--- config.mk ---
export PLATFORM = sky130hd
export DESIGN_NAME = dmem_bus_bridge
export DESIGN_NICKNAME = d
export VERILOG_FILES = /design/src/rtl/dmem_bus_bridge.sv
export SDC_FILE = /design/constraint.sdc
export NUM_CORES = 1
export LEC_CHECK = 0
export BUFFER_PORTS_ARGS = -buffer_cell sky130_fd_sc_hd__buf_2
export CAP_MARGIN = 10
export CELL_PAD_IN_SITES_DETAIL_PLACEMENT = 1
export CELL_PAD_IN_SITES_GLOBAL_PLACEMENT = 2
export CORE_AREA = 2 2 214 195
export CTS_CLUSTER_SIZE = 28
export DETAILED_ROUTE_END_ITERATION = 7
export DIE_AREA = 0 0 216 197
export MAX_ROUTING_LAYER = met4
export PLACE_DENSITY_LB_ADDON = 0.2
export SYNTH_ARGS = -nofsm -noshare
export SYNTH_HDL_FRONTEND = slang
export SYNTH_SLANG_ARGS = --single-unit
--- constraint.sdc ---
create_clock -name clk -period 4.1 [get_ports clk]
set_clock_uncertainty 0.2 [all_clocks]
set_input_delay 0.41 -clock clk [delete_from_list [all_inputs] [get_ports clk]]
set_output_delay 0.41 -clock clk [all_outputs]
set_load 0.01 [all_outputs]
--- src/rtl/dmem_bus_bridge.sv ---
// Mem-stage data port to valid/ready bus bridge; best case 3 stall cycles (request, accept, response).
// Request is held stable until ready; pipeline held via stall_out; a missing response ends in a timeout fault.
module dmem_bus_bridge #(
  parameter int TIMEOUT_CYCLES = 255
) (
  input  logic        clk,
  input  logic        reset_n,
  input  logic        stall_in,
  input  logic        data_read_in,
  input  logic        data_write_in,
  input  logic [63:0] data_address_in,
  input  logic [63:0] data_write_value_in,
  input  logic [7:0]  data_write_mask_in,
  output logic [63:0] data_read_value_out,
  output logic        stall_out,
  output logic        fault_out,
  output logic [63:0] fault_addr_out,
  output logic        bus_req_valid_out,
  input  logic        bus_req_ready_in,
  output logic        bus_req_write_out,
  output logic [63:0] bus_req_addr_out,
  output logic [63:0] bus_req_wdata_out,
  output logic [7:0]  bus_req_mask_out,
  input  logic        bus_resp_valid_in,
  input  logic [63:0] bus_resp_rdata_in,
  input  logic        bus_resp_error_in
);

  typedef enum logic [1:0] {S_IDLE, S_REQ, S_WAIT, S_DONE} state_e;

  localparam logic [31:0] CNT_LAST = 32'(TIMEOUT_CYCLES - 1);

  state_e      state_q, state_d;
  logic        wr_q, wr_d;
  logic [63:0] addr_q, addr_d;
  logic [63:0] wdata_q, wdata_d;
  logic [7:0]  mask_q, mask_d;
  logic [31:0] cnt_q, cnt_d;
  logic [63:0] rdata_q, rdata_d;
  logic        err_q, err_d;
  logic [63:0] faddr_q, faddr_d;
  logic        req;

  assign req = data_read_in | data_write_in;

  always_comb begin
    state_d = state_q;
    wr_d    = wr_q;
    addr_d  = addr_q;
    wdata_d = wdata_q;
    mask_d  = mask_q;
    cnt_d   = cnt_q;
    rdata_d = rdata_q;
    err_d   = err_q;
    faddr_d = faddr_q;
    case (state_q)
      S_IDLE: begin
        if (req) begin
          // a simultaneous read+write is treated as the write
          wr_d    = data_write_in;
          addr_d  = data_address_in;
          wdata_d = data_write_value_in;
          mask_d  = data_write_in ? data_write_mask_in : 8'hFF;
          state_d = S_REQ;
        end
      end
      S_REQ: begin
        if (bus_req_ready_in) begin
          cnt_d   = 32'd0;
          state_d = S_WAIT;
        end
      end
      S_WAIT: begin
        if (bus_resp_valid_in) begin
          err_d   = bus_resp_error_in;
          state_d = S_DONE;
          if (bus_resp_error_in) begin
            rdata_d = 64'd0;
            faddr_d = addr_q;
          end else if (!wr_q) begin
            rdata_d = bus_resp_rdata_in;
          end
        end else if (TIMEOUT_CYCLES != 0 && cnt_q == CNT_LAST) begin
          err_d   = 1'b1;
          rdata_d = 64'd0;
          faddr_d = addr_q;
          state_d = S_DONE;
        end else begin
          cnt_d = cnt_q + 32'd1;
        end
      end
      S_DONE: begin
        if (!stall_in) state_d = S_IDLE;
      end
      default: state_d = S_IDLE;
    endcase
  end

  always_ff @(posedge clk or negedge reset_n) begin
    if (!reset_n) begin
      state_q <= S_IDLE;
      wr_q    <= 1'b0;
      addr_q  <= 64'd0;
      wdata_q <= 64'd0;
      mask_q  <= 8'd0;
      cnt_q   <= 32'd0;
      rdata_q <= 64'd0;
      err_q   <= 1'b0;
      faddr_q <= 64'd0;
    end else begin
      state_q <= state_d;
      wr_q    <= wr_d;
      addr_q  <= addr_d;
      wdata_q <= wdata_d;
      mask_q  <= mask_d;
      cnt_q   <= cnt_d;
      rdata_q <= rdata_d;
      err_q   <= err_d;
      faddr_q <= faddr_d;
    end
  end

  assign stall_out           = ((state_q == S_IDLE) && req) || (state_q == S_REQ) || (state_q == S_WAIT);
  assign fault_out           = (state_q == S_DONE) && err_q;
  assign fault_addr_out      = faddr_q;
  assign data_read_value_out = rdata_q;
  assign bus_req_valid_out   = (state_q == S_REQ);
  assign bus_req_write_out   = wr_q;
  assign bus_req_addr_out    = {addr_q[63:3], 3'b000};
  assign bus_req_wdata_out   = wdata_q;
  assign bus_req_mask_out    = mask_q;

endmodule

==> impl_results.html <==
<table>
<tr><th>Metric</th><th>Value</th></tr>
<tr><th colspan="2">Drt</th></tr>
<tr><td>Wire length on met2</td><td>22300 um</td></tr>
<tr><td>Routed wire length</td><td>45000 um</td></tr>
<tr><td>Number of design rule violations left after detail routing</td><td>0</td></tr>
<tr><td>DRT Pass-1 Iters</td><td>4</td></tr>
<tr><td>Routed Antenna Nets</td><td>0</td></tr>
<tr><td>Mean routed wirelength per cell</td><td>19.0 um</td></tr>
<tr><td>Highest metal layer with signal wires</td><td>met4</td></tr>
<tr><td>Vias post-DR</td><td>11113</td></tr>
<tr><td>Drt initial violations</td><td>630</td></tr>
<tr><td>Met3 layer wire length in the routed design</td><td>2290 um</td></tr>
<tr><td>DRT met1 WL</td><td>19200 um</td></tr>
<tr><td>Avg Vias per Cell</td><td>4.69</td></tr>
<tr><th colspan="2">Place</th></tr>
<tr><td>Count of input and output buffers</td><td>472</td></tr>
<tr><td>Weighted congestion at the end of routability-driven global placement</td><td>0.819</td></tr>
<tr><td>Pre-CTS setup slack</td><td>1.20 ns</td></tr>
<tr><td>Post-detailed-placement half-perimeter wirelength</td><td>30300 um</td></tr>
<tr><td>Dpl cell area</td><td>0.0152 mm2</td></tr>
<tr><td>Number of instances in the placed design</td><td>2101</td></tr>
<tr><th colspan="2">Setup path</th></tr>
<tr><td>Reg2reg setup slack</td><td>1.18 ns</td></tr>
<tr><td>Crit-path cells</td><td>inv_1 -&gt; ha_1 -&gt; nor2b_4 -&gt; or3_1 -&gt; buf_2</td></tr>
<tr><td>Arr. time, crit path</td><td>2.60 ns</td></tr>
<tr><td>Worst Setup Start Kind</td><td>register</td></tr>
<tr><td>Critical setup path kind</td><td>reg2out</td></tr>
<tr><td>Slowest library cell on the worst path</td><td>sky130_fd_sc_hd__nor2b_4</td></tr>
<tr><td>Combined buffer and inverter count along the critical path</td><td>2</td></tr>
<tr><td>CP max stage delay</td><td>0.63 ns</td></tr>
<tr><td>Endpoint type of the worst setup path</td><td>primary output</td></tr>
<tr><td>Delay-heaviest family, CP</td><td>simple AND/OR/NAND/NOR gates</td></tr>
<tr><td>Data required, critical path</td><td>3.49 ns</td></tr>
<tr><td>Worst-path fanout max</td><td>19</td></tr>
<tr><th colspan="2">GRT</th></tr>
<tr><td>First-pass GRT wire length</td><td>70100 um</td></tr>
<tr><td>Number of antenna violations at the first check in global routing</td><td>1</td></tr>
<tr><td>Aggregate global routing overflow</td><td>0</td></tr>
<tr><td>All-layer global routing usage</td><td>21.5%</td></tr>
<tr><td>Maximum number of pins on one net before global-route repair</td><td>106</td></tr>
<tr><td>Number of global-route vias before repair</td><td>11921</td></tr>
<tr><th colspan="2">Floorplanning</th></tr>
<tr><td>Area of the core region</td><td>0.0403 mm2</td></tr>
<tr><td>Die span in x</td><td>216 um</td></tr>
<tr><td>Chip Height</td><td>197 um</td></tr>
<tr><td>Row count</td><td>70</td></tr>
<tr><td>Die Footprint</td><td>0.0426 mm2</td></tr>
<tr><td>Initial core utilization</td><td>31.6%</td></tr>
<tr><td>Num ports</td><td>476</td></tr>
<tr><th colspan="2">Synthesis</th></tr>
<tr><td>Seq/Total Area, Yosys</td><td>58.9%</td></tr>
<tr><td>Async set-reset flop share out of synthesis</td><td>100%</td></tr>
<tr><td>Count of flip-flops with a built-in enable after synthesis</td><td>0</td></tr>
<tr><td>Post-synthesis cell type count</td><td>62</td></tr>
<tr><td>Flip-flop and latch count after synthesis</td><td>300</td></tr>
<tr><td>Synth Warn #</td><td>0</td></tr>
<tr><td>Average cell area after synthesis</td><td>10.6 um2</td></tr>
<tr><td>Synthesized area</td><td>0.0127 mm2</td></tr>
<tr><td>Post-Syn Instances</td><td>1204</td></tr>
<tr><td>Main flop type after synthesis</td><td>sky130_fd_sc_hd__dfrtp_1</td></tr>
<tr><th colspan="2">Cells and area</th></tr>
<tr><td>Cell Count, Final, Fillers Out</td><td>2368</td></tr>
<tr><td>Final net count</td><td>2015</td></tr>
<tr><td>Utilization after layout</td><td>45.7%</td></tr>
<tr><td>Post-route standard cell area excluding fillers</td><td>0.0184 mm2</td></tr>
<tr><td>Area added between synthesis and finish</td><td>44.5%</td></tr>
<tr><td>Layout cells sized above 1</td><td>34.6%</td></tr>
<tr><th colspan="2">Timing</th></tr>
<tr><td>Tightest slew margin relative to the limit</td><td>36.7%</td></tr>
<tr><td>Final TNS setup</td><td>0 ns</td></tr>
<tr><td>Number of slew-limit violations in the final report</td><td>0</td></tr>
<tr><td>Minimum clock period</td><td>3.21 ns</td></tr>
<tr><td>Tcrit/Tclk final</td><td>78.4%</td></tr>
<tr><td>Worst setup slack after layout</td><td>0.886 ns</td></tr>
<tr><td>Final setup violation count</td><td>0</td></tr>
<tr><td>Final hold viol count</td><td>0</td></tr>
<tr><td>Achievable frequency</td><td>0.311 GHz</td></tr>
<tr><td>Slew at the pin closest to its max-slew limit</td><td>0.950 ns</td></tr>
<tr><td>Post-route worst hold slack</td><td>0.121 ns</td></tr>
<tr><td>RSZ-0062 raised after global routing</td><td>false</td></tr>
<tr><th colspan="2">Power</th></tr>
<tr><td>Standby leakage power</td><td>9.54 nW</td></tr>
<tr><td>Final Total Pwr</td><td>13.6 mW</td></tr>
<tr><td>Worst vdd rail ir drop</td><td>0.361 mV</td></tr>
<tr><td>Cell Pwr Density</td><td>737 mW/mm2</td></tr>
<tr><th colspan="2">Clock network</th></tr>
<tr><td>Clock tree from TritonCTS</td><td>done</td></tr>
<tr><td>Clock input transition at the sequential cells of the worst setup and hold paths</td><td>0.06 ns</td></tr>
<tr><td>Setup fix buffers added after clock tree synthesis</td><td>0</td></tr>
<tr><td>Clock Tree Root</td><td>sky130_fd_sc_hd__clkbuf_16</td></tr>
<tr><td>CTS-repair resized insts</td><td>0</td></tr>
<tr><td>CTS sink cnt</td><td>300</td></tr>
<tr><td>Post-CTS Hold Buffers</td><td>201</td></tr>
<tr><td>Number of buffers on the longest clock path</td><td>3</td></tr>
<tr><td>Clk_lat worst skew</td><td>0.52 ns</td></tr>
<tr><td>H-Tree Level Count</td><td>2</td></tr>
<tr><td>Number of buffers inserted during clock tree synthesis</td><td>36</td></tr>
<tr><th colspan="2">Hold path</th></tr>
<tr><td>Tightest Hold Check Type</td><td>in2reg</td></tr>
<tr><th colspan="2">Status</th></tr>
<tr><td>Run status</td><td>finished clean</td></tr>
<tr><th colspan="2">Job</th></tr>
<tr><td>Count of max-cap constraint violations</td><td>0</td></tr>
</table>
## final cells by class
cell class                      count  area, um2
Multi-Input combinational cell    744       4350
Tap cell                          540        676
Fill cell                        4611      21900
Clock buffer                       58       1120
Antenna cell                        1       2.50
Clock inverter                      7       75.1
Timing Repair Buffer              691       4580
Inverter                           27        101
Sequential cell                   300       7510
## synth_stat cells, types with 2 or more instances
library cell / number / area, um2
sky130_fd_sc_hd__mux2_2: 66 / 743
sky130_fd_sc_hd__nand3_2: 2 / 20.0
sky130_fd_sc_hd__nor2_1: 17 / 63.8
sky130_fd_sc_hd__o221ai_1: 4 / 35.0
sky130_fd_sc_hd__buf_6: 6 / 67.6
sky130_fd_sc_hd__a21oi_1: 4 / 20.0
sky130_fd_sc_hd__buf_1: 6 / 22.5
sky130_fd_sc_hd__a22o_2: 4 / 40.0
sky130_fd_sc_hd__and3_1: 11 / 68.8
sky130_fd_sc_hd__or3_1: 3 / 18.8
sky130_fd_sc_hd__clkbuf_1: 47 / 176
sky130_fd_sc_hd__nand3_1: 30 / 150
sky130_fd_sc_hd__nand4_1: 8 / 50.1
sky130_fd_sc_hd__nand3b_1: 5 / 37.5
sky130_fd_sc_hd__nand2_1: 410 / 1540
sky130_fd_sc_hd__nor4_4: 2 / 42.5
sky130_fd_sc_hd__nor2b_1: 2 / 12.5
sky130_fd_sc_hd__a221o_1: 4 / 40.0
sky130_fd_sc_hd__a41oi_1: 3 / 26.3
sky130_fd_sc_hd__a22o_1: 63 / 552
sky130_fd_sc_hd__nor3_1: 5 / 25.0
sky130_fd_sc_hd__a41o_1: 2 / 20.0
sky130_fd_sc_hd__o41a_1: 2 / 22.5
sky130_fd_sc_hd__inv_1: 27 / 101
sky130_fd_sc_hd__dfrtp_1: 300 / 7510
sky130_fd_sc_hd__o31a_1: 7 / 61.3
sky130_fd_sc_hd__a31oi_1: 28 / 175
sky130_fd_sc_hd__nor4_2: 2 / 25.0
sky130_fd_sc_hd__o21ai_0: 3 / 15.0
sky130_fd_sc_hd__o311ai_0: 3 / 26.3
sky130_fd_sc_hd__ha_1: 7 / 87.6
sky130_fd_sc_hd__nor3b_1: 3 / 22.5
sky130_fd_sc_hd__nor4_1: 4 / 25.0
sky130_fd_sc_hd__nor4b_1: 2 / 17.5
sky130_fd_sc_hd__and2_1: 5 / 31.3
sky130_fd_sc_hd__buf_4: 70 / 526
sky130_fd_sc_hd__o211ai_1: 7 / 52.6
sky130_fd_sc_hd__buf_2: 6 / 30.0
## logic make-up after synthesis
logic type	Yosys count	share of synthesized area, %
simple gates	521	17.8
flops	300	58.9
buf+inv	162	7.25
compound gates	144	9.29
mux	67	5.91
fa+ha+maj	7	0.688
xor+xnor	2	0.138
other cells	1	0.0294
## power by group
group	total, mW	internal [mW]	switching (mW)
sequential	5.15	4.30	0.856
clock	3.19	1.93	1.26
combinational	5.22	2.18	3.04
total	13.6	8.41	5.16
## worst paths after layout
| check | start | endpoint | depth (start not counted) |
|---|---|---|---|
| worst max-delay path | state_q[0] | stall_out | 5 |
| worst min-delay path | stall_in | state_q[0] | 3 |
| worst max register to register | cnt_q[0] | data_read_value_out[3] | 8 |
| worst min register to register | bus_req_wdata_out[11] | bus_req_wdata_out[11] | 2 |
| max in group asynchronous | reset_n | fault_addr_out[46] | 3 |
| min in group asynchronous | reset_n | fault_addr_out[26] | 2 |
## routing by layer
layer	vias to the layer above	global-route usage [%]
li1	5194	-
met1	5531	26.6
met2	321	35.8
met3	67	4.00
met4	0	6.75
met5	-	-
## flip-flops by register name, summed over array words and instances, names as in the netlist
name and cells:
state_q 2, bus_req_mask_out 8, bus_req_write_out 1, cnt_q 32, bus_req_wdata_out 64, err_q 1
addr_q 64, data_read_value_out 64, fault_addr_out 64
## worst register-to-register path, stage by stage, from the launching register on
cell,delay [ns]
sky130_fd_sc_hd__dfrtp_1,0.42
sky130_fd_sc_hd__inv_1,0.11
sky130_fd_sc_hd__ha_1,0.17
sky130_fd_sc_hd__nor4b_4,0.23
sky130_fd_sc_hd__nand4_2,0.21
sky130_fd_sc_hd__o31ai_4,0.63
sky130_fd_sc_hd__nand3_4,0.10
sky130_fd_sc_hd__buf_4,0.34
sky130_fd_sc_hd__a22o_1,0.40
## cells in the final DEF (no fill, tap or decap), types with 4 or more instances in the layout
cell,n
sky130_fd_sc_hd__a21oi_1,4
sky130_fd_sc_hd__a221o_1,4
sky130_fd_sc_hd__a22o_1,63
sky130_fd_sc_hd__a22o_2,4
sky130_fd_sc_hd__a31oi_1,28
sky130_fd_sc_hd__and2_1,5
sky130_fd_sc_hd__and3_1,11
sky130_fd_sc_hd__buf_12,5
sky130_fd_sc_hd__buf_2,471
sky130_fd_sc_hd__buf_4,13
sky130_fd_sc_hd__clkbuf_1,11
sky130_fd_sc_hd__clkbuf_16,38
sky130_fd_sc_hd__clkbuf_8,9
sky130_fd_sc_hd__clkinv_2,4
sky130_fd_sc_hd__dfrtp_1,300
sky130_fd_sc_hd__dlygate4sd3_1,201
sky130_fd_sc_hd__ha_1,7
sky130_fd_sc_hd__inv_1,27
sky130_fd_sc_hd__mux2_2,66
sky130_fd_sc_hd__nand2_1,410
sky130_fd_sc_hd__nand3_1,30
sky130_fd_sc_hd__nand3b_1,5
sky130_fd_sc_hd__nand4_1,8
sky130_fd_sc_hd__nor2_1,17
sky130_fd_sc_hd__nor3_1,5
sky130_fd_sc_hd__nor4_1,4
sky130_fd_sc_hd__o211ai_1,7
sky130_fd_sc_hd__o221ai_1,4
sky130_fd_sc_hd__o31a_1,7
Note: power is estimated with default switching activity, not from simulation.
